[config.mk]
export PLATFORM = sky130hd
export DESIGN_NAME = lms_adapt_ctrl
export DESIGN_NICKNAME = d
export VERILOG_FILES = /design/src/rtl/lms_adapt_ctrl.sv
export SDC_FILE = /design/constraint.sdc
export NUM_CORES = 1
export LEC_CHECK = 0
export BUFFER_PORTS_ARGS = -buffer_cell sky130_fd_sc_hd__buf_4
export CORE_UTILIZATION = 45
export CTS_CLUSTER_DIAMETER = 50
export DETAILED_ROUTE_END_ITERATION = 12
export SLEW_MARGIN = 15
export SYNTH_ARGS = -nofsm -noshare
export SYNTH_HDL_FRONTEND = slang
export SYNTH_SLANG_ARGS = --single-unit
[constraint.sdc]
create_clock -name clk -period 11.95 [get_ports clk]
set_clock_uncertainty 0.15 [all_clocks]
set_input_delay 3.585 -clock clk [delete_from_list [all_inputs] [get_ports clk]]
set_output_delay 3.585 -clock clk [all_outputs]
set_load 0.01 [all_outputs]
[src/rtl/lms_adapt_ctrl.sv]
// ---------------------------------------------------------------------------
// lms_adapt_ctrl
//
// Start-up and tracking sequencer for the receive equalizer LMS loop.
// Walks IDLE -> FILL -> COARSE -> FINE -> TRACK. It measures the windowed
// mean slicer-error energy to declare lock, and on non-convergence or loss
// of lock it goes through RECOVER, which pulses a tap reload before
// refilling the pipeline.
//
// Ports
//   clk           in   system clock
//   i_reset       in   synchronous, active-low reset
//   i_sym_valid   in   one-cycle strobe per baud
//   i_err_I/Q     in   signed slicer error, S(NBT_ERR, NBF_ERR), valid with strobe
//   i_freeze      in   level; halts adaptation and all counters
//   o_lms_en      out  LMS tap-update enable
//   o_lms_step    out  signed LMS step, S(NBT_LMS_STEP, NBT_LMS_STEP-1)
//   o_taps_clear  out  one-cycle pulse on RECOVER entry
//   o_locked      out  high only in TRACK
//   o_state       out  IDLE=0 FILL=1 COARSE=2 FINE=3 TRACK=4 RECOVER=5
//   o_err_energy  out  mean energy of the last completed window, unsigned
//
// All outputs are registered from the next-state logic, so they change on
// the same edge as the state register.
// ---------------------------------------------------------------------------
module lms_adapt_ctrl #(
   parameter int NBT_ERR      = 12,
   parameter int NBF_ERR      = 9,
   parameter int NBT_LMS_STEP = 12,
   parameter logic signed [NBT_LMS_STEP-1:0] STEP_COARSE = 12'sh010,
   parameter logic signed [NBT_LMS_STEP-1:0] STEP_FINE   = 12'sh001,
   parameter int NFILL        = 64,
   parameter int NCOARSE      = 4096,
   parameter int NWIN_LOG2    = 8,
   parameter int MAX_FINE_WIN = 64,
   parameter logic [2*NBT_ERR:0] THR_LOCK   = 25'd2621,
   parameter logic [2*NBT_ERR:0] THR_UNLOCK = 25'd10486
) (
   input  logic                           clk,
   input  logic                           i_reset,
   input  logic                           i_sym_valid,
   input  logic signed [NBT_ERR-1:0]      i_err_I,
   input  logic signed [NBT_ERR-1:0]      i_err_Q,
   input  logic                           i_freeze,
   output logic                           o_lms_en,
   output logic signed [NBT_LMS_STEP-1:0] o_lms_step,
   output logic                           o_taps_clear,
   output logic                           o_locked,
   output logic [2:0]                     o_state,
   output logic [2*NBT_ERR:0]             o_err_energy
);

   // Energy word: sum of two exact squares needs one bit above 2*NBT_ERR.
   localparam int E_W    = 2*NBT_ERR + 1;
   // Accumulator holds 2^NWIN_LOG2 energy words without overflow.
   localparam int ACC_W  = E_W + NWIN_LOG2;
   localparam int CNT_MAX = (NCOARSE > NFILL) ? NCOARSE : NFILL;
   localparam int CNT_W  = $clog2(CNT_MAX + 1);
   localparam int FW_W   = $clog2(MAX_FINE_WIN + 1);

   // Thresholds must be ordered and the error format must have an integer bit.
   if ((THR_UNLOCK <= THR_LOCK) || (NBF_ERR >= NBT_ERR)) begin : g_param_check
      $error("lms_adapt_ctrl: inconsistent threshold or error format parameters");
   end

   typedef enum logic [2:0] {
      ST_IDLE    = 3'd0,
      ST_FILL    = 3'd1,
      ST_COARSE  = 3'd2,
      ST_FINE    = 3'd3,
      ST_TRACK   = 3'd4,
      ST_RECOVER = 3'd5
   } state_t;

   state_t                    r_state;
   logic [CNT_W-1:0]          r_sym_cnt;
   logic [NWIN_LOG2-1:0]      r_win_cnt;
   logic [FW_W-1:0]           r_fine_win;
   logic [ACC_W-1:0]          r_acc;
   logic [E_W-1:0]            r_energy;
   logic                      r_lms_en;
   logic signed [NBT_LMS_STEP-1:0] r_lms_step;
   logic                      r_taps_clear;
   logic                      r_locked;

   state_t                    w_state_nxt;
   logic [CNT_W-1:0]          w_sym_cnt_nxt;
   logic [NWIN_LOG2-1:0]      w_win_cnt_nxt;
   logic [FW_W-1:0]           w_fine_win_nxt;
   logic [ACC_W-1:0]          w_acc_nxt;
   logic [E_W-1:0]            w_energy_nxt;
   logic                      w_lms_en_nxt;
   logic signed [NBT_LMS_STEP-1:0] w_lms_step_nxt;
   logic                      w_taps_clear_nxt;
   logic                      w_locked_nxt;

   logic                      w_stb;
   logic                      w_win_last;
   logic signed [2*NBT_ERR-1:0] w_sq_i;
   logic signed [2*NBT_ERR-1:0] w_sq_q;
   logic [E_W-1:0]            w_e;
   logic [ACC_W-1:0]          w_acc_sum;
   logic [E_W-1:0]            w_mean;
   logic                      w_unused_acc_lsb;

   // A strobe coinciding with freeze is dropped entirely.
   assign w_stb      = i_sym_valid & ~i_freeze;
   assign w_win_last = &r_win_cnt;

   // Squares are non-negative and at most 2^(2*NBT_ERR-2), so the MSB is
   // always zero and zero-extension is exact.
   assign w_sq_i    = i_err_I * i_err_I;
   assign w_sq_q    = i_err_Q * i_err_Q;
   assign w_e       = {1'b0, w_sq_i} + {1'b0, w_sq_q};
   assign w_acc_sum = r_acc + ACC_W'(w_e);
   // Divide by the window length by dropping the low bits (truncation).
   assign w_mean    = w_acc_sum[ACC_W-1:NWIN_LOG2];
   assign w_unused_acc_lsb = &w_acc_sum[NWIN_LOG2-1:0];

   // Next-state, counter, accumulator and output decode.
   always_comb begin
      w_state_nxt      = r_state;
      w_sym_cnt_nxt    = r_sym_cnt;
      w_win_cnt_nxt    = r_win_cnt;
      w_fine_win_nxt   = r_fine_win;
      w_acc_nxt        = r_acc;
      w_energy_nxt     = r_energy;
      w_lms_en_nxt     = 1'b0;
      w_lms_step_nxt   = '0;
      w_taps_clear_nxt = 1'b0;
      w_locked_nxt     = 1'b0;

      case (r_state)
         ST_IDLE: begin
            w_state_nxt   = ST_FILL;
            w_sym_cnt_nxt = '0;
         end

         ST_FILL: begin
            if (w_stb) begin
               if (r_sym_cnt == CNT_W'(NFILL - 1)) begin
                  w_state_nxt   = ST_COARSE;
                  w_sym_cnt_nxt = '0;
               end else begin
                  w_sym_cnt_nxt = r_sym_cnt + CNT_W'(1);
               end
            end else begin
               w_sym_cnt_nxt = r_sym_cnt;
            end
         end

         ST_COARSE: begin
            if (w_stb) begin
               if (r_sym_cnt == CNT_W'(NCOARSE - 1)) begin
                  // FINE starts with a fresh window and fine-window budget.
                  w_state_nxt    = ST_FINE;
                  w_sym_cnt_nxt  = '0;
                  w_win_cnt_nxt  = '0;
                  w_acc_nxt      = '0;
                  w_fine_win_nxt = '0;
               end else begin
                  w_sym_cnt_nxt = r_sym_cnt + CNT_W'(1);
               end
            end else begin
               w_sym_cnt_nxt = r_sym_cnt;
            end
         end

         ST_FINE, ST_TRACK: begin
            if (w_stb) begin
               if (w_win_last) begin
                  w_energy_nxt  = w_mean;
                  w_acc_nxt     = '0;
                  w_win_cnt_nxt = '0;
                  if (r_state == ST_FINE) begin
                     if (w_mean < THR_LOCK) begin
                        w_state_nxt = ST_TRACK;
                     end else if (r_fine_win == FW_W'(MAX_FINE_WIN - 1)) begin
                        w_state_nxt    = ST_RECOVER;
                        w_fine_win_nxt = '0;
                     end else begin
                        w_fine_win_nxt = r_fine_win + FW_W'(1);
                     end
                  end else begin
                     // Strict compare: equal to the unlock threshold stays locked.
                     if (w_mean > THR_UNLOCK) begin
                        w_state_nxt = ST_RECOVER;
                     end else begin
                        w_state_nxt = ST_TRACK;
                     end
                  end
               end else begin
                  w_acc_nxt     = w_acc_sum;
                  w_win_cnt_nxt = r_win_cnt + NWIN_LOG2'(1);
               end
            end else begin
               w_acc_nxt = r_acc;
            end
         end

         ST_RECOVER: begin
            w_state_nxt   = ST_FILL;
            w_sym_cnt_nxt = '0;
         end

         default: begin
            w_state_nxt   = ST_IDLE;
            w_sym_cnt_nxt = '0;
         end
      endcase

      // Outputs follow the state being entered so they line up with o_state.
      case (w_state_nxt)
         ST_COARSE: begin
            w_lms_en_nxt   = ~i_freeze;
            w_lms_step_nxt = STEP_COARSE;
         end
         ST_FINE: begin
            w_lms_en_nxt   = ~i_freeze;
            w_lms_step_nxt = STEP_FINE;
         end
         ST_TRACK: begin
            w_lms_en_nxt   = ~i_freeze;
            w_lms_step_nxt = STEP_FINE;
            w_locked_nxt   = 1'b1;
         end
         ST_RECOVER: begin
            w_taps_clear_nxt = 1'b1;
         end
         default: begin
            w_lms_en_nxt   = 1'b0;
            w_lms_step_nxt = '0;
         end
      endcase
   end

   // State, counters, accumulator and registered outputs.
   always_ff @(posedge clk) begin
      if (!i_reset) begin
         r_state      <= ST_IDLE;
         r_sym_cnt    <= '0;
         r_win_cnt    <= '0;
         r_fine_win   <= '0;
         r_acc        <= '0;
         r_energy     <= '0;
         r_lms_en     <= 1'b0;
         r_lms_step   <= '0;
         r_taps_clear <= 1'b0;
         r_locked     <= 1'b0;
      end else begin
         r_state      <= w_state_nxt;
         r_sym_cnt    <= w_sym_cnt_nxt;
         r_win_cnt    <= w_win_cnt_nxt;
         r_fine_win   <= w_fine_win_nxt;
         r_acc        <= w_acc_nxt;
         r_energy     <= w_energy_nxt;
         r_lms_en     <= w_lms_en_nxt;
         r_lms_step   <= w_lms_step_nxt;
         r_taps_clear <= w_taps_clear_nxt;
         r_locked     <= w_locked_nxt;
      end
   end

   assign o_state      = r_state;
   assign o_lms_en     = r_lms_en;
   assign o_lms_step   = r_lms_step;
   assign o_taps_clear = r_taps_clear;
   assign o_locked     = r_locked;
   assign o_err_energy = r_energy;

endmodule
==> out/results.ini <==
[global_route]
grtUsageMet2_pct = 36.52
grt_overflow = 0
grt_pass1_wl_um = 62790
grt_max_degree = 65
antenna_found_initial = 0
grt_util_all_layers_pct = 21.43
use_met1_pct = 28.61
grt_pass1_vias = 13390
busiest_layer = met2
grt_use_met3_pct = 2.227

[route]
dr.pass1.iters = 5
drc_errors = 0
wl_um = 37760
vias_per_cell = 4.924
antenna_left = 0
wl_per_cell_um = 14.34
dr_total_vias = 12970
drt-initial-drc-count = 529

[setup_path]
critPathTopFamily = adder cells
crit_slowest_cell = fa_1
crit_path_frequent_cell = inv_1
critical_path.max_fanout = 10
criticalPathCategory = input port to register
ff2ff_path_depth = 17
worstPathRequired_ps = 12080
r2r_slack_ps = 7080
end_kind = register
worst-path-buf-inv = 7
critPathMaxStageDelay_ps = 570
worstPathArrival_ps = 11960
rr_startpoint = r_acc[3]$_SDFFE_PN0P_
worstReg2RegEnd = o_lms_en$_SDFF_PN0_
cp-start-kind = input port

[synth]
netlist_instances = 1894
async_reset_ff_share_pct = 0
synth_top_area_share_pct = 33.69
synth_area_um2 = 16040
dominantRegCellSynth = dfxtp_1
synth_top_area_cell = fa_1
yosysUniqueCellTypes = 73
synth-seq-cells = 94
synth_area_leaders = fa_1 34%, dfxtp_1 12%, ha_1 11%
synth-edff-count = 0
syn_avg_cell_area_um2 = 8.471
synth_warnings = 0
ys_seq_area_share_pct = 11.73

[placement]
hpwl_um = 31900
io_buffers = 60
place.gp.congestion = 0.8997

[die]
die_area_um2 = 36410
start_util_pct = 46.11
num_rows = 68
core_region_area_um2 = 34800
boundaryPins = 71
die_w_um = 190.8
fp.dieH_um = 190.8

[sta]
fin_tns_setup_ps = 0
slew_viol_final = 0
slew_headroom_pct = 40.30
fin_crit_ps = 11830
finalCritPeriodShare_pct = 98.95
rsz0062_at_grt = true
finalSetupViolCount = 0
finalHoldViolCount = 0
tightest_slew_ps = 893.3
fmax_ghz = 0.08457

[finish]
diodes = 0
multi_input_area_um2 = 12990
seqCellArea_um2 = 1882
layout-drive-gt1-share_pct = 25.24
finalNetCount = 2611
n_fill_cell = 3143
post-route-util_pct = 58.06
syn_to_final_growth_pct = 25.93

[clock_tree]
cts_buffer_depth = 2
cts_made_buffers = 9
cts_sinks = 94
cts_tree = done
clkTransAtPathRegs_ps = 70
h-tree-depth = 3
cts_root_buf = clkbuf_16
clk_latency_ps = 350

[min_path]
min_from = r_fine_win[6]$_SDFFE_PN0P_
hold_path.class = register to register
hold_end = r_fine_win[6]$_SDFFE_PN0P_
hold_path_depth = 2

[outcome]
outcome = completed

[run]
drv_cap = 0

cells in the final DEF, fill, tap and decap left out, types with 20 or more instances in the layout:
cell type | Yosys | layout
inv_1 | 458 | 420
and2_1 | 62 | 41
and2_4 | 1 | 22
o21ai_0 | 41 | 20
buf_4 | 10 | 295
a21oi_1 | 84 | 68
ha_4 | 0 | 29
nor2_1 | 158 | 153
nor3_1 | 30 | 27
ha_1 | 139 | 107
dfxtp_1 | 94 | 94
a22oi_1 | 22 | 22
xor2_1 | 39 | 37
xnor2_1 | 61 | 55
fa_1 | 270 | 258
nand2_1 | 146 | 127
inv_2 | 1 | 32
state kept, by name, indices dropped and copies added (netlist names):
name and cells:
o_locked 1, r_win_cnt 8, r_sym_cnt 13, r_fine_win 7, o_err_energy 25, o_lms_en 1
o_lms_step 2, r_acc 33, o_taps_clear 1, o_state 3
area by class of cell:
cell class	instances	area share [%]
clock inverter	6	0.3406
multi-input combinational	1281	64.27
inverter	460	8.695
sequential	94	9.314
clock buffer	10	1.133
tap	455	2.818
timing repair buffer	328	13.43
cell usage after synthesis (2+ instances only):
master and n:
clkbuf_1 50, xor2_1 39, a31o_2 4, buf_2 5, o21ai_1 5, nand4b_1 2
ha_1 139, inv_1 458, buf_4 10, a211oi_1 20, and2_1 62, o211ai_1 5
o31ai_1 3, nand3_1 13, or2_2 12, nand4_1 18, a21boi_0 3, nor3_1 30
nor4b_1 2, o21bai_1 8, buf_1 2, nand2_1 146, a21oi_1 84, nor2_1 158
o21a_1 12, o2111a_1 5, nor3b_1 3, dfxtp_1 94, nand2b_1 13, a41o_1 2
a311oi_1 2, nor2b_1 5, a31oi_1 5, mux2i_1 6, fa_1 270, a22oi_1 22
or3_1 12, and3_1 9, xnor2_1 61, a21oi_2 3, nor4_1 4, a21o_1 17
o21ai_0 41
kinds of logic after synthesis:
group | count (synthesis) | synth area share, %
fa+ha+maj | 410 | 44.59
compound gates | 258 | 10.60
simple gates | 496 | 14.47
flops | 94 | 11.73
mux | 7 | 0.4445
xor+xnor | 100 | 5.459
buf+inv | 528 | 12.68
other cells | 1 | 0.02337
worst max-delay path by stage:
stage	start	end	slack (ps)	depth (start not counted)
2_1_floorplan	i_err_I[3]	o_lms_en$_SDFF_PN0_	2	39
3_3_place_gp	i_err_Q[1]	o_lms_en$_SDFF_PN0_	-460	40
3_5_place_dp	i_err_Q[11]	o_lms_en$_SDFF_PN0_	-550	39
4_1_cts	i_err_Q[2]	o_lms_en$_SDFF_PN0_	0.009	40
5_1_grt	i_err_I[0]	o_lms_en$_SDFF_PN0_	-200	42
6_report	i_err_Q[3]	o_lms_en$_SDFF_PN0_	120	40
metal layers:
| layer | up-vias | part of all wire (%) |
|---|---|---|
| li1 | 6398 | - |
| met3 | 43 | 3.3 |
| met5 | - | 0 |
| met1 | 6340 | 46 |
| met4 | 0 | 2.8 |
| met2 | 189 | 48 |
metrics by stage:
| step | instance area (µm²) | instances | hold slack (ps) | worst slack, ps |
|---|---|---|---|---|
| 2_1_floorplan | 16340 | 1903 | 262.4 | 2.079 |
| 3_3_place_gp | 18880 | 2597 | 271.3 | -460.7 |
| 3_5_place_dp | 18880 | 2597 | 282.3 | -550.6 |
| 4_1_cts | 19270 | 2615 | 294.0 | 0.008882 |
| 5_1_grt | 20200 | 2634 | 320.0 | -195.6 |
| 6_report | 20200 | 2634 | 292.3 | 124.9 |
worst min-delay path: cells and delay by family, from the launching register on:
family	cells	cell delay, ps
DFF	1	320
AOI/OAI and AO/OA	1	30
and+or+nand+nor	1	60
what timing repair did:
item / 4_1_cts / 5_1_grt
hold buffers: 0 / 0
pin swaps: 19 / 132
setup endpoints to repair: 13 / 15
gates cloned: 0 / 2
buffers inserted: 2 / 17
resized for setup: 18 / 186
Power is left out: the tool's default activity adds up to more than one toggle a clock period on the data nets, which glitch-free logic cannot reach.
